### config.mk
export PLATFORM = sky130hd
export DESIGN_NAME = fmul_norm_round_flat
export DESIGN_NICKNAME = d
export VERILOG_FILES = /design/src/rtl/fmul_norm_round_if.sv /design/src/rtl/fmul_norm_round.sv /design/src/flat_wrapper.sv
export SDC_FILE = /design/constraint.sdc
export NUM_CORES = 1
export LEC_CHECK = 0
export CORE_UTILIZATION = 55
export CTS_BUF_LIST = sky130_fd_sc_hd__clkbuf_4
export CTS_CLUSTER_SIZE = 12
export DETAILED_ROUTE_END_ITERATION = 12
export PLACE_DENSITY_LB_ADDON = 0.1
export SLEW_MARGIN = 25
export SYNTH_ARGS = -nofsm -noshare
export SYNTH_HDL_FRONTEND = slang
export SYNTH_SLANG_ARGS = --single-unit
### constraint.sdc
create_clock -name clk -period 5.5 [get_ports clk]
set_clock_uncertainty 0.1 [all_clocks]
set_input_delay 0.825 -clock clk [delete_from_list [all_inputs] [get_ports clk]]
set_output_delay 0.825 -clock clk [all_outputs]
set_load 0.1 [all_outputs]
### src/rtl/fmul_norm_round_if.sv
// Handshake/data bundle between the array multiplier, the normalise-and-round
// stage and the FPU writeback mux.
interface fmul_norm_round_if;
   logic        in_valid;
   logic        in_ready;
   logic [47:0] in_prod;
   logic        in_sign;
   logic [9:0]  in_exp;
   logic        in_zero;
   logic        in_inf;
   logic        in_nan;
   logic        out_valid;
   logic        out_ready;
   logic [31:0] out_result;
   logic        out_ovf;
   logic        out_unf;
   logic        out_inexact;

   modport master (
      output in_valid, in_prod, in_sign, in_exp, in_zero, in_inf, in_nan, out_ready,
      input  in_ready, out_valid, out_result, out_ovf, out_unf, out_inexact
   );

   modport slave (
      input  in_valid, in_prod, in_sign, in_exp, in_zero, in_inf, in_nan, out_ready,
      output in_ready, out_valid, out_result, out_ovf, out_unf, out_inexact
   );
endinterface

### src/rtl/fmul_norm_round.sv
// FP32 multiplier back end: stage 1 normalises the 48-bit significand product,
// stage 2 rounds to nearest-even, selects specials/overflow/flush and packs.
module fmul_norm_round (
   input  logic             clk,
   input  logic             rst_n,
   fmul_norm_round_if.slave bus
);
   logic              s1_valid_reg;
   logic [22:0]       s1_mant_reg;
   logic              s1_g_reg;
   logic              s1_s_reg;
   logic signed [9:0] s1_exp_reg;
   logic              s1_sign_reg;
   logic              s1_zero_reg;
   logic              s1_inf_reg;
   logic              s1_nan_reg;

   logic              s2_valid_reg;
   logic [31:0]       s2_result_reg;
   logic              s2_ovf_reg;
   logic              s2_unf_reg;
   logic              s2_inexact_reg;

   logic              s2_load;
   logic              s1_load;

   // Each stage refills whenever its contents move on, so there are no bubbles.
   assign s2_load      = !s2_valid_reg || bus.out_ready;
   assign s1_load      = !s1_valid_reg || s2_load;
   assign bus.in_ready = s1_load;

   logic              norm_hi;
   logic [22:0]       norm_mant;
   logic              norm_g;
   logic              norm_s;
   logic signed [9:0] norm_exp;

   assign norm_hi   = bus.in_prod[47];
   assign norm_mant = norm_hi ? bus.in_prod[46:24] : bus.in_prod[45:23];
   assign norm_g    = norm_hi ? bus.in_prod[23] : bus.in_prod[22];
   assign norm_s    = norm_hi ? (|bus.in_prod[22:0]) : (|bus.in_prod[21:0]);
   assign norm_exp  = $signed(bus.in_exp) + (norm_hi ? 10'sd1 : 10'sd0);

   always_ff @(posedge clk or negedge rst_n) begin
      if (!rst_n) begin
         s1_valid_reg <= 1'b0;
         s1_mant_reg  <= '0;
         s1_g_reg     <= 1'b0;
         s1_s_reg     <= 1'b0;
         s1_exp_reg   <= '0;
         s1_sign_reg  <= 1'b0;
         s1_zero_reg  <= 1'b0;
         s1_inf_reg   <= 1'b0;
         s1_nan_reg   <= 1'b0;
      end else if (s1_load) begin
         s1_valid_reg <= bus.in_valid;
         if (bus.in_valid) begin
            s1_mant_reg <= norm_mant;
            s1_g_reg    <= norm_g;
            s1_s_reg    <= norm_s;
            s1_exp_reg  <= norm_exp;
            s1_sign_reg <= bus.in_sign;
            s1_zero_reg <= bus.in_zero;
            s1_inf_reg  <= bus.in_inf;
            s1_nan_reg  <= bus.in_nan;
         end
      end
   end

   logic              round_up;
   logic [23:0]       round_sum;
   logic [22:0]       round_mant;
   logic signed [9:0] round_exp;

   // A carry out of the 23-bit fraction means 10.000..: fraction wraps to 0, exponent bumps.
   assign round_up   = s1_g_reg & (s1_s_reg | s1_mant_reg[0]);
   assign round_sum  = {1'b0, s1_mant_reg} + {23'd0, round_up};
   assign round_mant = round_sum[23] ? 23'd0 : round_sum[22:0];
   assign round_exp  = s1_exp_reg + (round_sum[23] ? 10'sd1 : 10'sd0);

   logic [31:0] result_next;
   logic        ovf_next;
   logic        unf_next;
   logic        inexact_next;

   always_comb begin
      result_next  = 32'd0;
      ovf_next     = 1'b0;
      unf_next     = 1'b0;
      inexact_next = 1'b0;
      if (s1_nan_reg) begin
         result_next = 32'h7FC0_0000;
      end else if (s1_inf_reg) begin
         result_next = {s1_sign_reg, 8'hFF, 23'd0};
      end else if (s1_zero_reg) begin
         result_next = {s1_sign_reg, 31'd0};
      end else if (round_exp >= 10'sd255) begin
         result_next  = {s1_sign_reg, 8'hFF, 23'd0};
         ovf_next     = 1'b1;
         inexact_next = 1'b1;
      end else if (round_exp <= 10'sd0) begin
         result_next  = {s1_sign_reg, 31'd0};
         unf_next     = 1'b1;
         inexact_next = 1'b1;
      end else begin
         result_next  = {s1_sign_reg, round_exp[7:0], round_mant};
         inexact_next = s1_g_reg | s1_s_reg;
      end
   end

   always_ff @(posedge clk or negedge rst_n) begin
      if (!rst_n) begin
         s2_valid_reg   <= 1'b0;
         s2_result_reg  <= '0;
         s2_ovf_reg     <= 1'b0;
         s2_unf_reg     <= 1'b0;
         s2_inexact_reg <= 1'b0;
      end else if (s2_load) begin
         s2_valid_reg <= s1_valid_reg;
         if (s1_valid_reg) begin
            s2_result_reg  <= result_next;
            s2_ovf_reg     <= ovf_next;
            s2_unf_reg     <= unf_next;
            s2_inexact_reg <= inexact_next;
         end
      end
   end

   assign bus.out_valid   = s2_valid_reg;
   assign bus.out_result  = s2_result_reg;
   assign bus.out_ovf     = s2_ovf_reg;
   assign bus.out_unf     = s2_unf_reg;
   assign bus.out_inexact = s2_inexact_reg;
endmodule

### src/flat_wrapper.sv
// flat-port wrapper written by rule: the top's interface ports become plain ports
module fmul_norm_round_flat 
  (clk, rst_n, bus_in_valid, bus_in_prod, bus_in_sign, bus_in_exp, bus_in_zero, bus_in_inf, bus_in_nan, bus_out_ready, bus_in_ready, bus_out_valid, bus_out_result, bus_out_ovf, bus_out_unf, bus_out_inexact);
  fmul_norm_round_if bus_i ();
  input  logic clk;
  input  logic rst_n;
  input wire logic [$bits(bus_i.in_valid)-1:0] bus_in_valid;
  input wire logic [$bits(bus_i.in_prod)-1:0] bus_in_prod;
  input wire logic [$bits(bus_i.in_sign)-1:0] bus_in_sign;
  input wire logic [$bits(bus_i.in_exp)-1:0] bus_in_exp;
  input wire logic [$bits(bus_i.in_zero)-1:0] bus_in_zero;
  input wire logic [$bits(bus_i.in_inf)-1:0] bus_in_inf;
  input wire logic [$bits(bus_i.in_nan)-1:0] bus_in_nan;
  input wire logic [$bits(bus_i.out_ready)-1:0] bus_out_ready;
  output wire logic [$bits(bus_i.in_ready)-1:0] bus_in_ready;
  output wire logic [$bits(bus_i.out_valid)-1:0] bus_out_valid;
  output wire logic [$bits(bus_i.out_result)-1:0] bus_out_result;
  output wire logic [$bits(bus_i.out_ovf)-1:0] bus_out_ovf;
  output wire logic [$bits(bus_i.out_unf)-1:0] bus_out_unf;
  output wire logic [$bits(bus_i.out_inexact)-1:0] bus_out_inexact;
  assign bus_i.in_valid = bus_in_valid;
  assign bus_i.in_prod = bus_in_prod;
  assign bus_i.in_sign = bus_in_sign;
  assign bus_i.in_exp = bus_in_exp;
  assign bus_i.in_zero = bus_in_zero;
  assign bus_i.in_inf = bus_in_inf;
  assign bus_i.in_nan = bus_in_nan;
  assign bus_i.out_ready = bus_out_ready;
  assign bus_in_ready = bus_i.in_ready;
  assign bus_out_valid = bus_i.out_valid;
  assign bus_out_result = bus_i.out_result;
  assign bus_out_ovf = bus_i.out_ovf;
  assign bus_out_unf = bus_i.out_unf;
  assign bus_out_inexact = bus_i.out_inexact;
  fmul_norm_round u_core (.clk(clk), .rst_n(rst_n), .bus(bus_i));
endmodule
Word-level counts from Yosys, hierarchy flattened
Cells that the tools add are included.
{ "word_totals": {"out_inout_bits": 37, "inputBits": 66, "regBits": 76} }
{ "op_classes": {"magnitude_cmp": 2, "n_reduce_logical": 8, "mux": 25, "bitwise": 3, "n_addsub": 3} }
{ "ops": {"columns": ["cell", "n"], "rows": [
  ["31-bit two-way mux", 4],
  ["23-bit two-way mux", 2],
  ["32-bit two-way mux", 1],
  ["23-bit by 1-bit adder with 24-bit output", 1],
  ["23-bit OR reduction", 1],
  ["22-bit OR reduction", 1],
  ["10-bit adder", 2],
  ["1-bit two-way mux", 18],
  ["10-bit by 9-bit greater-or-equal comparator with 1-bit output, second input constant", 1],
  ["10-bit by 1-bit <= comparator with 1-bit output, second input constant", 1],
  ["2-bit AND reduction", 2],
  ["1-bit logical NOT", 2],
  ["1-bit logical OR", 2],
  ["1-bit bitwise OR", 2],
  ["1-bit AND", 1]
]} }

Depth between registers and ports, before layout
Gate-level depths: netlist (run 1).
{ "logic_depth": {"word_depth": 11, "ltp_mapped": 15} }

Least setup slack after synthesis (run 1)
Ideal clock, no wire load.
{ "synth_path": {"path_kind": "reg-to-reg", "from": "register u_core.s1_s_reg", "to": "register u_core.s2_result_reg[16] (netlist: u_core.bus.out_result[16])", "arrival_ps": 3239, "slack_ps": 2087, "setup_ps": 74, "path_stages_with_launch": 16, "path_cell_list": "dfrtp_1 -> o21a_1 -> ha_1 -> nand3_1 -> or4b_1 -> buf_6 -> nor2_2 -> ha_1 -> ha_1 -> and4_4 -> nand4_1 -> xnor2_1 -> o21ai_1 -> nand4_2 -> buf_6 -> o21ai_2"} }
{ "synth_via": {"elab_chain_len": 11} }
{ "synth_lines": {"columns": ["element", "line_no", "rtl"], "rows": [
  ["start: declaration", "fmul_norm_round.sv:11", "logic s1_s_reg;"],
  ["start signal: assignment", "fmul_norm_round.sv:60", "s1_s_reg <= norm_s;"],
  ["1-bit bitwise OR (*)", "fmul_norm_round.sv:76", "assign round_up = s1_g_reg & (s1_s_reg | s1_mant_reg[0]);"],
  ["1-bit AND (*)", "fmul_norm_round.sv:76", null],
  ["23-bit by 1-bit adder with 24-bit output (*)", "fmul_norm_round.sv:77", "assign round_sum = {1'b0, s1_mant_reg} + {23'd0, round_up};"],
  ["1-bit two-way mux", "fmul_norm_round.sv:79", "assign round_exp = s1_exp_reg + (round_sum[23] ? 10'sd1 : 10'sd0);"],
  ["10-bit adder", "fmul_norm_round.sv:79", null],
  ["10-bit by 1-bit <= comparator with 1-bit output", "fmul_norm_round.sv:101", "end else if (round_exp <= 10'sd0) begin"],
  ["31-bit two-way mux", "fmul_norm_round.sv:101", null],
  ["31-bit two-way mux (*)", "fmul_norm_round.sv:97", "end else if (round_exp >= 10'sd255) begin"],
  ["31-bit two-way mux (*)", "fmul_norm_round.sv:95", "end else if (s1_zero_reg) begin"],
  ["31-bit two-way mux (*)", "fmul_norm_round.sv:93", "end else if (s1_inf_reg) begin"],
  ["32-bit two-way mux (*)", "fmul_norm_round.sv:91", "if (s1_nan_reg) begin"],
  ["end signal: assignment", "fmul_norm_round.sv:121", "s2_result_reg <= result_next;"],
  ["end: declaration", "fmul_norm_round.sv:19", "logic [31:0] s2_result_reg;"]
]} }
Mark *: on every way between the ends. The rest lies on a longest branch, timed or not.
A chain may end at the register's enable or synchronous reset.

Worst setup path after layout (run 1)
{ "layout_path": {"from": "register u_core.s1_g_reg", "to": "register u_core.s2_result_reg[4] (netlist: u_core.bus.out_result[4])"} }
{ "layout_via": {"elab_chain_len": 10} }
{ "layout_lines": {"columns": ["element", "line_no", "rtl"], "rows": [
  ["start: declaration", "fmul_norm_round.sv:10", "logic s1_g_reg;"],
  ["start signal: assignment", "fmul_norm_round.sv:59", "s1_g_reg <= norm_g;"],
  ["1-bit AND (*)", "fmul_norm_round.sv:76", null],
  ["23-bit by 1-bit adder with 24-bit output (*)", "fmul_norm_round.sv:77", null],
  ["1-bit two-way mux", "fmul_norm_round.sv:79", null],
  ["10-bit adder", "fmul_norm_round.sv:79", null],
  ["10-bit by 1-bit <= comparator with 1-bit output", "fmul_norm_round.sv:101", null],
  ["31-bit two-way mux", "fmul_norm_round.sv:101", null],
  ["31-bit two-way mux (*)", "fmul_norm_round.sv:97", null],
  ["31-bit two-way mux (*)", "fmul_norm_round.sv:95", null],
  ["31-bit two-way mux (*)", "fmul_norm_round.sv:93", null],
  ["32-bit two-way mux (*)", "fmul_norm_round.sv:91", null]
]} }
Marked as above.

==> out/qor.txt, run 1 <==
OUTCOME
------------------------------------------------------------------------------------
Outcome ............................................................... finished, final reports clean

STA
------------------------------------------------------------------------------------
Worst slew margin relative to its limit ...............................        31.9%
Final-report hold violation count .....................................            0
Post-route fraction of the period consumed by the critical path .......        75.4%
Achievable frequency ..................................................    0.241 GHz
Hold slack final ......................................................     0.396 ns
Pins over their slew limit ............................................            0
Min cycle time layout .................................................      4.15 ns
RSZ-0062 raised after global routing ..................................           no
Setup violations, final ...............................................            0
PnR worst setup slack .................................................      1.35 ns
Measured slew at the worst slew-check pin .............................      1.02 ns
Total negative slack for setup checks .................................         0 ns

WORST SETUP PATH
------------------------------------------------------------------------------------
Worst EP required .....................................................      5.74 ns
Top fanout value on the critical path .................................           14
Slowest stage cell, crit path ......................................... sky130_fd_sc_hd__or4b_1
Most used cell along the critical path ................................ sky130_fd_sc_hd__ha_1
Setup crit start kind .................................................     register
Crit-path max cell delay ..............................................      0.69 ns
Cell-by-cell trace of the critical path ............................... o21a_1, ha_1, nand3_1, or4b_1, nor2_2, ha_1, ha_1, and4_4, nand4_1, xnor2_1, o21ai_1, nand4_2, o21ai_0
Data arrival time at the worst-slack endpoint .........................      4.38 ns
CP Capture Type .......................................................     register
Slack of the worst reg-to-reg path ....................................      1.35 ns
Critical Setup Path Class .............................................      reg2reg

CELLS AND AREA
------------------------------------------------------------------------------------
Growth of design area from synthesis to finish ........................        28.8%
Flip-flop count of the largest register, all copies and words added ...           32
Multi-input gate area .................................................     2090 µm²
Antenna diodes ........................................................            0
Filler cells ..........................................................          568
Share of layout cells above drive strength 1 ..........................        8.11%
Area taken by flip-flops and latches ..................................     1900 µm²
Final net count .......................................................          597

LOGIC SYNTHESIS
------------------------------------------------------------------------------------
Main flop type after synthesis ........................................ sky130_fd_sc_hd__dfrtp_1
Library cells used by synthesis .......................................           43
Cells after synthesis .................................................          432
Share of flip-flops with an asynchronous set or reset after synthesis .         100%
Number of enable flip-flop cells after synthesis ......................            0
Mean area per synthesized cell ........................................     9.51 µm²
Net count after synthesis .............................................          504
Number of warning messages in the yosys log ...........................            0
Number of storage elements in the synthesis netlist ...................           76
Part of the Yosys area used for sequential elements ...................        46.3%
Area of the mapped netlist ............................................     4110 µm²
Cell type contributing the most total cell area after synthesis ....... sky130_fd_sc_hd__dfrtp_1
Proportion of netlist area held by the largest area contributor .......        46.3%
Main area contributors after synthesis ................................ sky130_fd_sc_hd__dfrtp_1, sky130_fd_sc_hd__nand2_1, sky130_fd_sc_hd__mux2i_1

ROUTING
------------------------------------------------------------------------------------
Routed wirelength normalized by instance count ........................      14.2 µm
Count of unresolved DRC violations after routing ......................            0
Vias per std cell .....................................................         5.47
Antenna violation net count after detailed routing ....................            0
Overall via count from detail_route ...................................         3439
First drt pass iteration count ........................................            4
First DRT Iteration DRCs ..............................................          210
Routed wire length ....................................................      8920 µm

POWER AND IR DROP
------------------------------------------------------------------------------------
Switching power total .................................................   0.000645 W
Internal Dissipation ..................................................   0.000896 W
Sequential Power Share ................................................        46.1%
Worst-case vdd ir drop ................................................     0.120 mV
Power Density .........................................................   291 nW/µm²
Clk network pwr share .................................................        20.1%
Net Sw Frac ...........................................................        41.9%
Comb pwr share ........................................................        33.8%
Static power due to leakage ...........................................      2.15 nW

FLOORPLANNING
------------------------------------------------------------------------------------
Area of the core ......................................................     7250 µm²
Die Wd ................................................................      88.4 µm
Top-level port count ..................................................          103
Die Ht ................................................................      88.4 µm
Effective utilization at floorplan ....................................        56.6%
Num rows ..............................................................           31
Die Outline Area ......................................................     7820 µm²

CTS
------------------------------------------------------------------------------------
Latest clock arrival within the worst-skew pair .......................      0.43 ns
CTS sink cnt ..........................................................           76
Clock tree root driver cell ........................................... sky130_fd_sc_hd__clkbuf_4
TritonCTS buffer count ................................................            9
Total setup buffers inserted after CTS ................................            0
H-tree level count ....................................................            3
CTS hold repair buffers ...............................................            0
Max clock buf depth ...................................................            2
Reg clk slew, reported paths ..........................................      0.13 ns
CTS tree ..............................................................         done
Number of resized instances in the post-cts repair step ...............            0

GRT
------------------------------------------------------------------------------------
GRT met2 Usage ........................................................        39.2%
GRT Residual Overflow .................................................            0
Pin count of the biggest net entering global routing ..................           77
Global-route wire length before repair ................................     14700 µm
Busiest metal layer after global routing ..............................         met2
Total GRT Usage .......................................................        24.8%
Initial antenna violation count .......................................            0
Met1 Resource Use GR ..................................................        34.1%
GR met3 Demand/Resource ...............................................        4.10%
Vias in the first global route ........................................         3273

WORST HOLD PATH
------------------------------------------------------------------------------------
Type of the worst min-delay path ......................................     in2async

PLACED DESIGN
------------------------------------------------------------------------------------
Setup WS pre-CTS ......................................................      1.34 ns
Weighted congestion at the end of routability-driven global placement .        0.920
Port Buffers ..........................................................          102
Hpwl dp ...............................................................      6890 µm

RUN
------------------------------------------------------------------------------------
Reported max-cap violation count ......................................            0

==> final timing paths <==
path | startpoint | endpoint | cells past startpoint
min in group clk | u_core.bus.out_result[8] | u_core.bus.out_result[8] | 2
max in group asynchronous | rst_n | u_core.s1_exp_reg[5] | 1
setup / recovery | u_core.s1_g_reg | u_core.bus.out_result[4] | 13
hold reg to reg | u_core.bus.out_result[8] | u_core.bus.out_result[8] | 2
hold / removal | rst_n | u_core.bus.out_result[29] | 1
setup reg to reg | u_core.s1_g_reg | u_core.bus.out_result[4] | 13
==> kinds of logic (layout without fill, tap and decap cells) <==
group	Yosys count	in the layout	synth area share, %
adder cells (fa/ha/maj)	6	6	1.83
multiplexers	31	31	7.74
buffers and inverters	27	125	2.99
AND/OR/NAND/NOR	175	175	21.1
flip-flops	76	76	46.3
XOR/XNOR	38	38	8.10
AO/OA/AOI/OAI	79	79	12.0
==> stage by stage <==
step	total power [W]	util, %	cells	instance area, µm²
finish	0.00154	72.9	629	5290
floorplan	0.00107	-	432	4110
CTS	0.00155	72.9	629	5290
global placement	0.00123	71.1	613	5160
detailed placement	0.00124	71.2	613	5160
global route	0.00162	72.9	629	5290
==> routing by layer <==
metal | routed length (µm) | share of wire [%] | vias up
met4 | 144 | 1.6 | 0
li1 | - | - | 1709
met5 | 0 | 0 | -
met2 | 4060 | 46 | 110
met3 | 465 | 5.2 | 11
met1 | 4250 | 48 | 1609
==> area by class of cell <==
type | instances | area share (%)
Clock buffer | 9 | 1.28
Clock inverter | 7 | 1.09
Inverter | 6 | 0.426
Multi-Input combinational cell | 329 | 39.5
Sequential cell | 76 | 36.0
Tap cell | 99 | 2.34
Timing Repair Buffer | 103 | 19.4
==> worst max-delay path: cells and delay by family, from the launching register on <==
| kind | cells | cell delay, ns |
|---|---|---|
| AND/OR/NAND/NOR | 6 | 1.91 |
| AO/OA/AOI/OAI | 3 | 0.87 |
| adder cells (fa/ha/maj) | 3 | 0.62 |
| flip-flops | 1 | 0.40 |
| XOR/XNOR | 1 | 0.15 |
==> Yosys cell counts (all sizes together) (3+ instances only) <==
master  number
nand4       16
nor4         9
nand2b       3
inv          6
and2         3
mux2i       25
xor2        18
clkbuf      14
nand2       82
buf          7
nand3       13
mux2         6
o21ai       58
nor2        26
nor3         9
ha           6
xnor2       20
and4         3
a21oi        9
or3          3
dfrtp       76
a22o         3
==> power groups by stage <==
stage / clock (W) / sequential, W / combinational (W)
after CTS: 0.000315 / 0.000708 / 0.000525
after detailed placement: 0 / 0.000720 / 0.000523
final: 0.000309 / 0.000710 / 0.000521
after global placement: 0 / 0.000713 / 0.000514
after global routing: 0.000339 / 0.000720 / 0.000556
after floorplan: 0 / 0.000894 / 0.000178
==> layout by cell type (no fill, tap or decap), drive strengths merged, types with 2 or more instances in the layout <==
master and instances:
a21oi 9, a22o 3, and2 3, and3 2, and4 3, buf 2, clkbuf 9, clkdlybuf4s50 101
clkinvlp 3, dfrtp 76, ha 6, inv 9, mux2 6, mux2i 25, nand2 82, nand2b 3
nand3 13, nand3b 2, nand4 16, nor2 26, nor3 9, nor4 9, o21a 2, o21ai 58
o31a 2, or3 3, or4 2, or4b 2, xnor2 20, xor2 18
No activity file was read; power rests on OpenSTA's default activity.
==> inputs of run 2 (changes only) <==
CORE_UTILIZATION = 51   (was 55)
clock period = 3.9 ns   (was 5.5 ns; I/O delays follow)
==> run 2 against run 1 <==
Compared with the run above:
- clock power increased by 100%
- largest power group unchanged
- critical path depth increased by 1
- via count decreased by 0.44%
- critical endpoint is now u_core.bus.out_result[5]
- non-clock buffer count increased by 7
- sequential power increased by 41%
- combinational power increased by 43%
- register-to-register slack got worse by 1.1 ns
- worst hold slack got worse by 0.37 ns
- power increased by 53%
==> out/qor.txt, run 2 (synthesis results as in run 1) <==
CELLS AND AREA
------------------------------------------------------------------------------------
Most used cells in the layout excluding fill and tap cells ............ sky130_fd_sc_hd__clkdlybuf4s50_1, sky130_fd_sc_hd__nand2_1, sky130_fd_sc_hd__dfrtp_1
Antenna diodes ........................................................            0
Final net count .......................................................          604
Area taken by flip-flops and latches ..................................     1900 µm²
Growth of design area from synthesis to finish ........................        31.8%
Filler cells ..........................................................          619
Non-filler cells in the finished layout ...............................          639
Leading cell type in the layout, fill and taps excluded ............... sky130_fd_sc_hd__clkdlybuf4s50_1
Flip-flop count of the largest register, all copies and words added ...           32
Share of layout cells above drive strength 1 ..........................        9.50%
Multi-input gate area .................................................     2100 µm²

WORST SETUP PATH
------------------------------------------------------------------------------------
Top fanout value on the critical path .................................            8
Critical Setup Path Class .............................................      reg2reg
Worst EP required .....................................................      4.13 ns
Setup crit start kind .................................................     register
CP Capture Type .......................................................     register
Data arrival time at the worst-slack endpoint .........................      3.86 ns

STA
------------------------------------------------------------------------------------
Worst slew margin relative to its limit ...............................        32.6%
Setup violations, final ...............................................            0
Total negative slack for setup checks .................................         0 ns
Pins over their slew limit ............................................            0
Post-route fraction of the period consumed by the critical path .......        92.9%
Min cycle time layout .................................................      3.62 ns
Measured slew at the worst slew-check pin .............................      1.01 ns
Hold slack final ......................................................    0.0252 ns
PnR worst setup slack .................................................     0.279 ns
RSZ-0062 raised after global routing ..................................           no
Achievable frequency ..................................................    0.276 GHz
Final-report hold violation count .....................................            0

PLACED DESIGN
------------------------------------------------------------------------------------
Dpl cells .............................................................          623
Port Buffers ..........................................................          102
Setup WS pre-CTS ......................................................     0.117 ns
Hpwl dp ...............................................................      7080 µm
Weighted congestion at the end of routability-driven global placement .        0.961

CTS
------------------------------------------------------------------------------------
H-tree level count ....................................................            3
Number of resized instances in the post-cts repair step ...............            0
Max clock buf depth ...................................................            2
Latest clock arrival within the worst-skew pair .......................      0.42 ns
Clock tree root driver cell ........................................... sky130_fd_sc_hd__clkbuf_4
Total setup buffers inserted after CTS ................................            0
CTS sink cnt ..........................................................           76
Reg clk slew, reported paths ..........................................      0.14 ns
TritonCTS buffer count ................................................            9
CTS tree ..............................................................         done
CTS hold repair buffers ...............................................            0

GRT
------------------------------------------------------------------------------------
Busiest metal layer after global routing ..............................         met2
Initial antenna violation count .......................................            0
GRT met2 Usage ........................................................        37.3%
Total GRT Usage .......................................................        23.9%
GR met3 Demand/Resource ...............................................        3.73%
Met1 Resource Use GR ..................................................        34.3%
GRT Residual Overflow .................................................            0
Vias in the first global route ........................................         3324
Pin count of the biggest net entering global routing ..................           60
Global-route wire length before repair ................................     15800 µm

ROUTING
------------------------------------------------------------------------------------
Routed wirelength normalized by instance count ........................      14.4 µm
First DRT Iteration DRCs ..............................................          185
Vias per std cell .....................................................         5.36
Antenna violation net count after detailed routing ....................            0
Count of unresolved DRC violations after routing ......................            0
Routed wire length ....................................................      9170 µm
First drt pass iteration count ........................................            4
Overall via count from detail_route ...................................         3424

POWER AND IR DROP
------------------------------------------------------------------------------------
Power Density .........................................................   436 nW/µm²
Static power due to leakage ...........................................      2.21 nW
Worst-case vdd ir drop ................................................     0.172 mV

FLOORPLANNING
------------------------------------------------------------------------------------
Die Outline Area ......................................................     8410 µm²
Die Wd ................................................................      91.7 µm
Effective utilization at floorplan ....................................        52.9%
Top-level port count ..................................................          103
Area of the core ......................................................     7770 µm²
Die Ht ................................................................      91.7 µm
Num rows ..............................................................           32

WORST HOLD PATH
------------------------------------------------------------------------------------
Type of the worst min-delay path ......................................     in2async

RUN
------------------------------------------------------------------------------------
Reported max-cap violation count ......................................            0

OUTCOME
------------------------------------------------------------------------------------
Outcome ............................................................... finished, final reports clean

==> run 2: area by class of cell <==
class,instances,share of cell area [%]
multi-input cells,329,38.8
flip-flops and latches,76,35.1
repair buffers,110,19.8
well taps,102,2.36
clock inverters,7,2.26
clock buffers,9,1.25
inverters,6,0.416
==> run 2: power breakdown <==
group / switching, W / internal (W)
registers: 0.000114 / 0.000886
clock network: 0.000290 / 0.000329
logic: 0.000499 / 0.000245
==> run 2: final timing paths <==
| path | startpoint | end | depth (start not counted) | slack, ns |
|---|---|---|---|---|
| worst max-delay path | u_core.s1_s_reg | u_core.bus.out_result[5] | 14 | 0.28 |
| worst min-delay path | rst_n | u_core.bus.out_result[11] | 1 | 0.03 |
| worst max register to register | u_core.s1_s_reg | u_core.bus.out_result[5] | 14 | 0.28 |
| worst min register to register | u_core.bus.out_result[20] | u_core.bus.out_result[20] | 2 | 0.40 |
| max in group asynchronous | rst_n | u_core.s1_mant_reg[8] | 2 | 2.61 |
| min in group clk | u_core.bus.out_result[20] | u_core.bus.out_result[20] | 2 | 0.40 |
==> run 2: stage by stage <==
step | cell area (µm²) | total power, W | utilization (%)
2_1_floorplan | 4110 | 0.00151 | -
3_3_place_gp | 5210 | 0.00174 | 67.1
3_5_place_dp | 5210 | 0.00176 | 67.1
4_1_cts | 5400 | 0.00237 | 69.5
5_1_grt | 5410 | 0.00248 | 69.7
6_report | 5410 | 0.00236 | 69.7
==> run 2: worst max-delay path: stages, from the launching register on <==
cell and delay (ns):
sky130_fd_sc_hd__dfrtp_1 0.40, sky130_fd_sc_hd__o21a_1 0.13, sky130_fd_sc_hd__ha_1 0.19, sky130_fd_sc_hd__nand3_1 0.10
sky130_fd_sc_hd__or4b_1 0.55, sky130_fd_sc_hd__nor2_2 0.18, sky130_fd_sc_hd__ha_1 0.20, sky130_fd_sc_hd__ha_1 0.22
sky130_fd_sc_hd__and4_4 0.28, sky130_fd_sc_hd__nand4_1 0.13, sky130_fd_sc_hd__xnor2_1 0.16, sky130_fd_sc_hd__o21ai_1 0.25
sky130_fd_sc_hd__buf_4 0.20, sky130_fd_sc_hd__nand4_2 0.24, sky130_fd_sc_hd__o21ai_0 0.22
==> run 2: routing by layer <==
| layer | wire length [µm] | share of wire, % |
|---|---|---|
| met1 | 4410 | 48 |
| met2 | 4180 | 46 |
| met3 | 484 | 5.3 |
| met4 | 99 | 1.1 |
| met5 | 0 | 0 |
==> inputs of run 3 (changes only) <==
SLEW_MARGIN = default   (was 25)
==> run 3 against run 2 <==
Compared with the run above:
- global-route usage is the same
- wire length grew 0.13%
- sequential power is essentially flat
- worst setup slack improved by 0.0014 ns
- sequential cell count did not move
- critical path type unchanged
- critical endpoint unchanged
- largest power group unchanged
==> out/qor.txt, run 3 (synthesis results as in run 1) <==
CELLS AND AREA
------------------------------------------------------------------------------------
Flip-flop count of the largest register, all copies and words added ...           32
Antenna diodes ........................................................            0
Leading cell type in the layout, fill and taps excluded ............... sky130_fd_sc_hd__clkdlybuf4s50_1
Growth of design area from synthesis to finish ........................        31.7%
Most used cells in the layout excluding fill and tap cells ............ sky130_fd_sc_hd__clkdlybuf4s50_1, sky130_fd_sc_hd__nand2_1, sky130_fd_sc_hd__dfrtp_1
Final net count .......................................................          604
Share of layout cells above drive strength 1 ..........................        9.50%

PLACED DESIGN
------------------------------------------------------------------------------------
Weighted congestion at the end of routability-driven global placement .        0.961
Port Buffers ..........................................................          102
Hpwl dp ...............................................................      7080 µm

RUN
------------------------------------------------------------------------------------
Reported max-cap violation count ......................................            0

CTS
------------------------------------------------------------------------------------
H-tree level count ....................................................            3
Clock tree root driver cell ........................................... sky130_fd_sc_hd__clkbuf_4
Reg clk slew, reported paths ..........................................      0.14 ns
CTS tree ..............................................................         done
CTS sink cnt ..........................................................           76
TritonCTS buffer count ................................................            9
Latest clock arrival within the worst-skew pair .......................      0.42 ns
Max clock buf depth ...................................................            2

ROUTING
------------------------------------------------------------------------------------
Vias per std cell .....................................................         5.36
Routed wire length ....................................................      9180 µm
Overall via count from detail_route ...................................         3427
Count of unresolved DRC violations after routing ......................            0
Routed wirelength normalized by instance count ........................      14.4 µm
First drt pass iteration count ........................................            4
First DRT Iteration DRCs ..............................................          185
Antenna violation net count after detailed routing ....................            0

WORST SETUP PATH
------------------------------------------------------------------------------------
Crit Reg-Reg Startpoint ............................................... u_core.s1_s_reg
Data arrival time at the worst-slack endpoint .........................      3.85 ns
Worst flop-to-flop path endpoint ...................................... u_core.bus.out_result[5]
Slack of the worst reg-to-reg path ....................................      0.28 ns
CP Capture Type .......................................................     register
Worst reg2reg path depth ..............................................           14
Worst EP required .....................................................      4.13 ns
Top fanout value on the critical path .................................            8
Critical Setup Path Class .............................................      reg2reg
Setup crit start kind .................................................     register

POWER AND IR DROP
------------------------------------------------------------------------------------
Power Density .........................................................   437 nW/µm²
Design Power ..........................................................    0.00236 W
Static power due to leakage ...........................................      2.21 nW
Worst-case vdd ir drop ................................................     0.172 mV

STA
------------------------------------------------------------------------------------
RSZ-0062 raised after global routing ..................................           no
Total negative slack for setup checks .................................         0 ns
Achievable frequency ..................................................    0.276 GHz
Post-route fraction of the period consumed by the critical path .......        92.8%
Measured slew at the worst slew-check pin .............................      1.01 ns
Worst slew margin relative to its limit ...............................        32.6%
Setup violations, final ...............................................            0
Min cycle time layout .................................................      3.62 ns
Pins over their slew limit ............................................            0
Final-report hold violation count .....................................            0

FLOORPLANNING
------------------------------------------------------------------------------------
Die Outline Area ......................................................     8410 µm²
Die Wd ................................................................      91.7 µm
Num rows ..............................................................           32
Area of the core ......................................................     7770 µm²
Top-level port count ..................................................          103
Die Ht ................................................................      91.7 µm
Effective utilization at floorplan ....................................        52.9%

GRT
------------------------------------------------------------------------------------
Vias in the first global route ........................................         3324
Total GRT Usage .......................................................        23.9%
GRT Residual Overflow .................................................            0
Initial antenna violation count .......................................            0
Global-route wire length before repair ................................     15800 µm
Pin count of the biggest net entering global routing ..................           60

WORST HOLD PATH
------------------------------------------------------------------------------------
Type of the worst min-delay path ......................................     in2async

OUTCOME
------------------------------------------------------------------------------------
Outcome ............................................................... finished, final reports clean

[run 3: cell counts in the layout (fill, tap and decap cells not counted)]
Identical to the previous run, type by type.
[run 3: through the flow]
| stage | cells | utilization [%] | cell area (µm²) | hold slack [ns] | worst slack (ns) |
|---|---|---|---|---|---|
| final | 639 | 69.6 | 5410 | 0.0253 | 0.280 |
| after floorplan | 432 | - | 4110 | 0.189 | 0.487 |
| after detailed placement | 623 | 67.1 | 5210 | 0.366 | 0.117 |
| after global placement | 623 | 67.1 | 5210 | 0.352 | 0.283 |
| after global routing | 639 | 69.6 | 5410 | 0.0574 | 0.0115 |
| after CTS | 639 | 69.5 | 5400 | 0.0312 | 0.101 |
[run 3: repair_timing]
item | CTS | global route
setup buffers | 0 | 0
gates resized for setup | 0 | 1
hold buffers | 0 | 0
setup endpoints to repair | 0 | 14
[run 3: area by class of cell]
| class | count | area [µm²] |
|---|---|---|
| sequential | 76 | 1900 |
| tap | 102 | 128 |
| clock buffer | 9 | 67.6 |
| fill | 620 | 2360 |
| clock inverter | 7 | 123 |
| timing repair buffer | 110 | 1070 |
| multi-input combinational | 329 | 2090 |
| inverter | 6 | 22.5 |
[run 3: per-layer routing]
metal | global-route usage (%) | share of wire, % | wire (µm)
met1 | 34.3 | 48 | 4420
met2 | 37.3 | 46 | 4180
met3 | 3.73 | 5.3 | 484
met4 | 7.68 | 1.1 | 99
met5 | 0 | 0 | 0
[run 3: report_power, final]
group | internal, W | total, W | leakage [nW] | switching, W
Clock | 0.000329 | 0.000618 | 0.0932 | 0.000290
Sequential | 0.000886 | 0.00100 | 0.945 | 0.000114
Combinational | 0.000245 | 0.000743 | 1.17 | 0.000499
[run 3: critical path: stages, from the launching register on]
cell,delay (ns)
sky130_fd_sc_hd__dfrtp_1,0.40
sky130_fd_sc_hd__o21a_1,0.13
sky130_fd_sc_hd__ha_1,0.19
sky130_fd_sc_hd__nand3_1,0.10
sky130_fd_sc_hd__or4b_1,0.55
sky130_fd_sc_hd__nor2_2,0.18
sky130_fd_sc_hd__ha_1,0.20
sky130_fd_sc_hd__ha_1,0.23
sky130_fd_sc_hd__and4_4,0.28
sky130_fd_sc_hd__nand4_1,0.13
sky130_fd_sc_hd__xnor2_1,0.16
sky130_fd_sc_hd__o21ai_1,0.25
sky130_fd_sc_hd__buf_4,0.20
sky130_fd_sc_hd__nand4_2,0.24
sky130_fd_sc_hd__o21ai_0,0.22
[run 3: worst max path at each step]
stage               cells past startpoint            start                   endpoint  slack, ns
finish                                 14  u_core.s1_s_reg   u_core.bus.out_result[5]       0.28
detailed placement                     13  u_core.s1_s_reg   u_core.bus.out_result[2]       0.12
global placement                       13  u_core.s1_s_reg   u_core.bus.out_result[2]       0.28
floorplan                              15  u_core.s1_s_reg  u_core.bus.out_result[16]       0.49
global route                           13  u_core.s1_s_reg   u_core.bus.out_result[4]       0.01
CTS                                    13  u_core.s1_s_reg   u_core.bus.out_result[2]       0.10
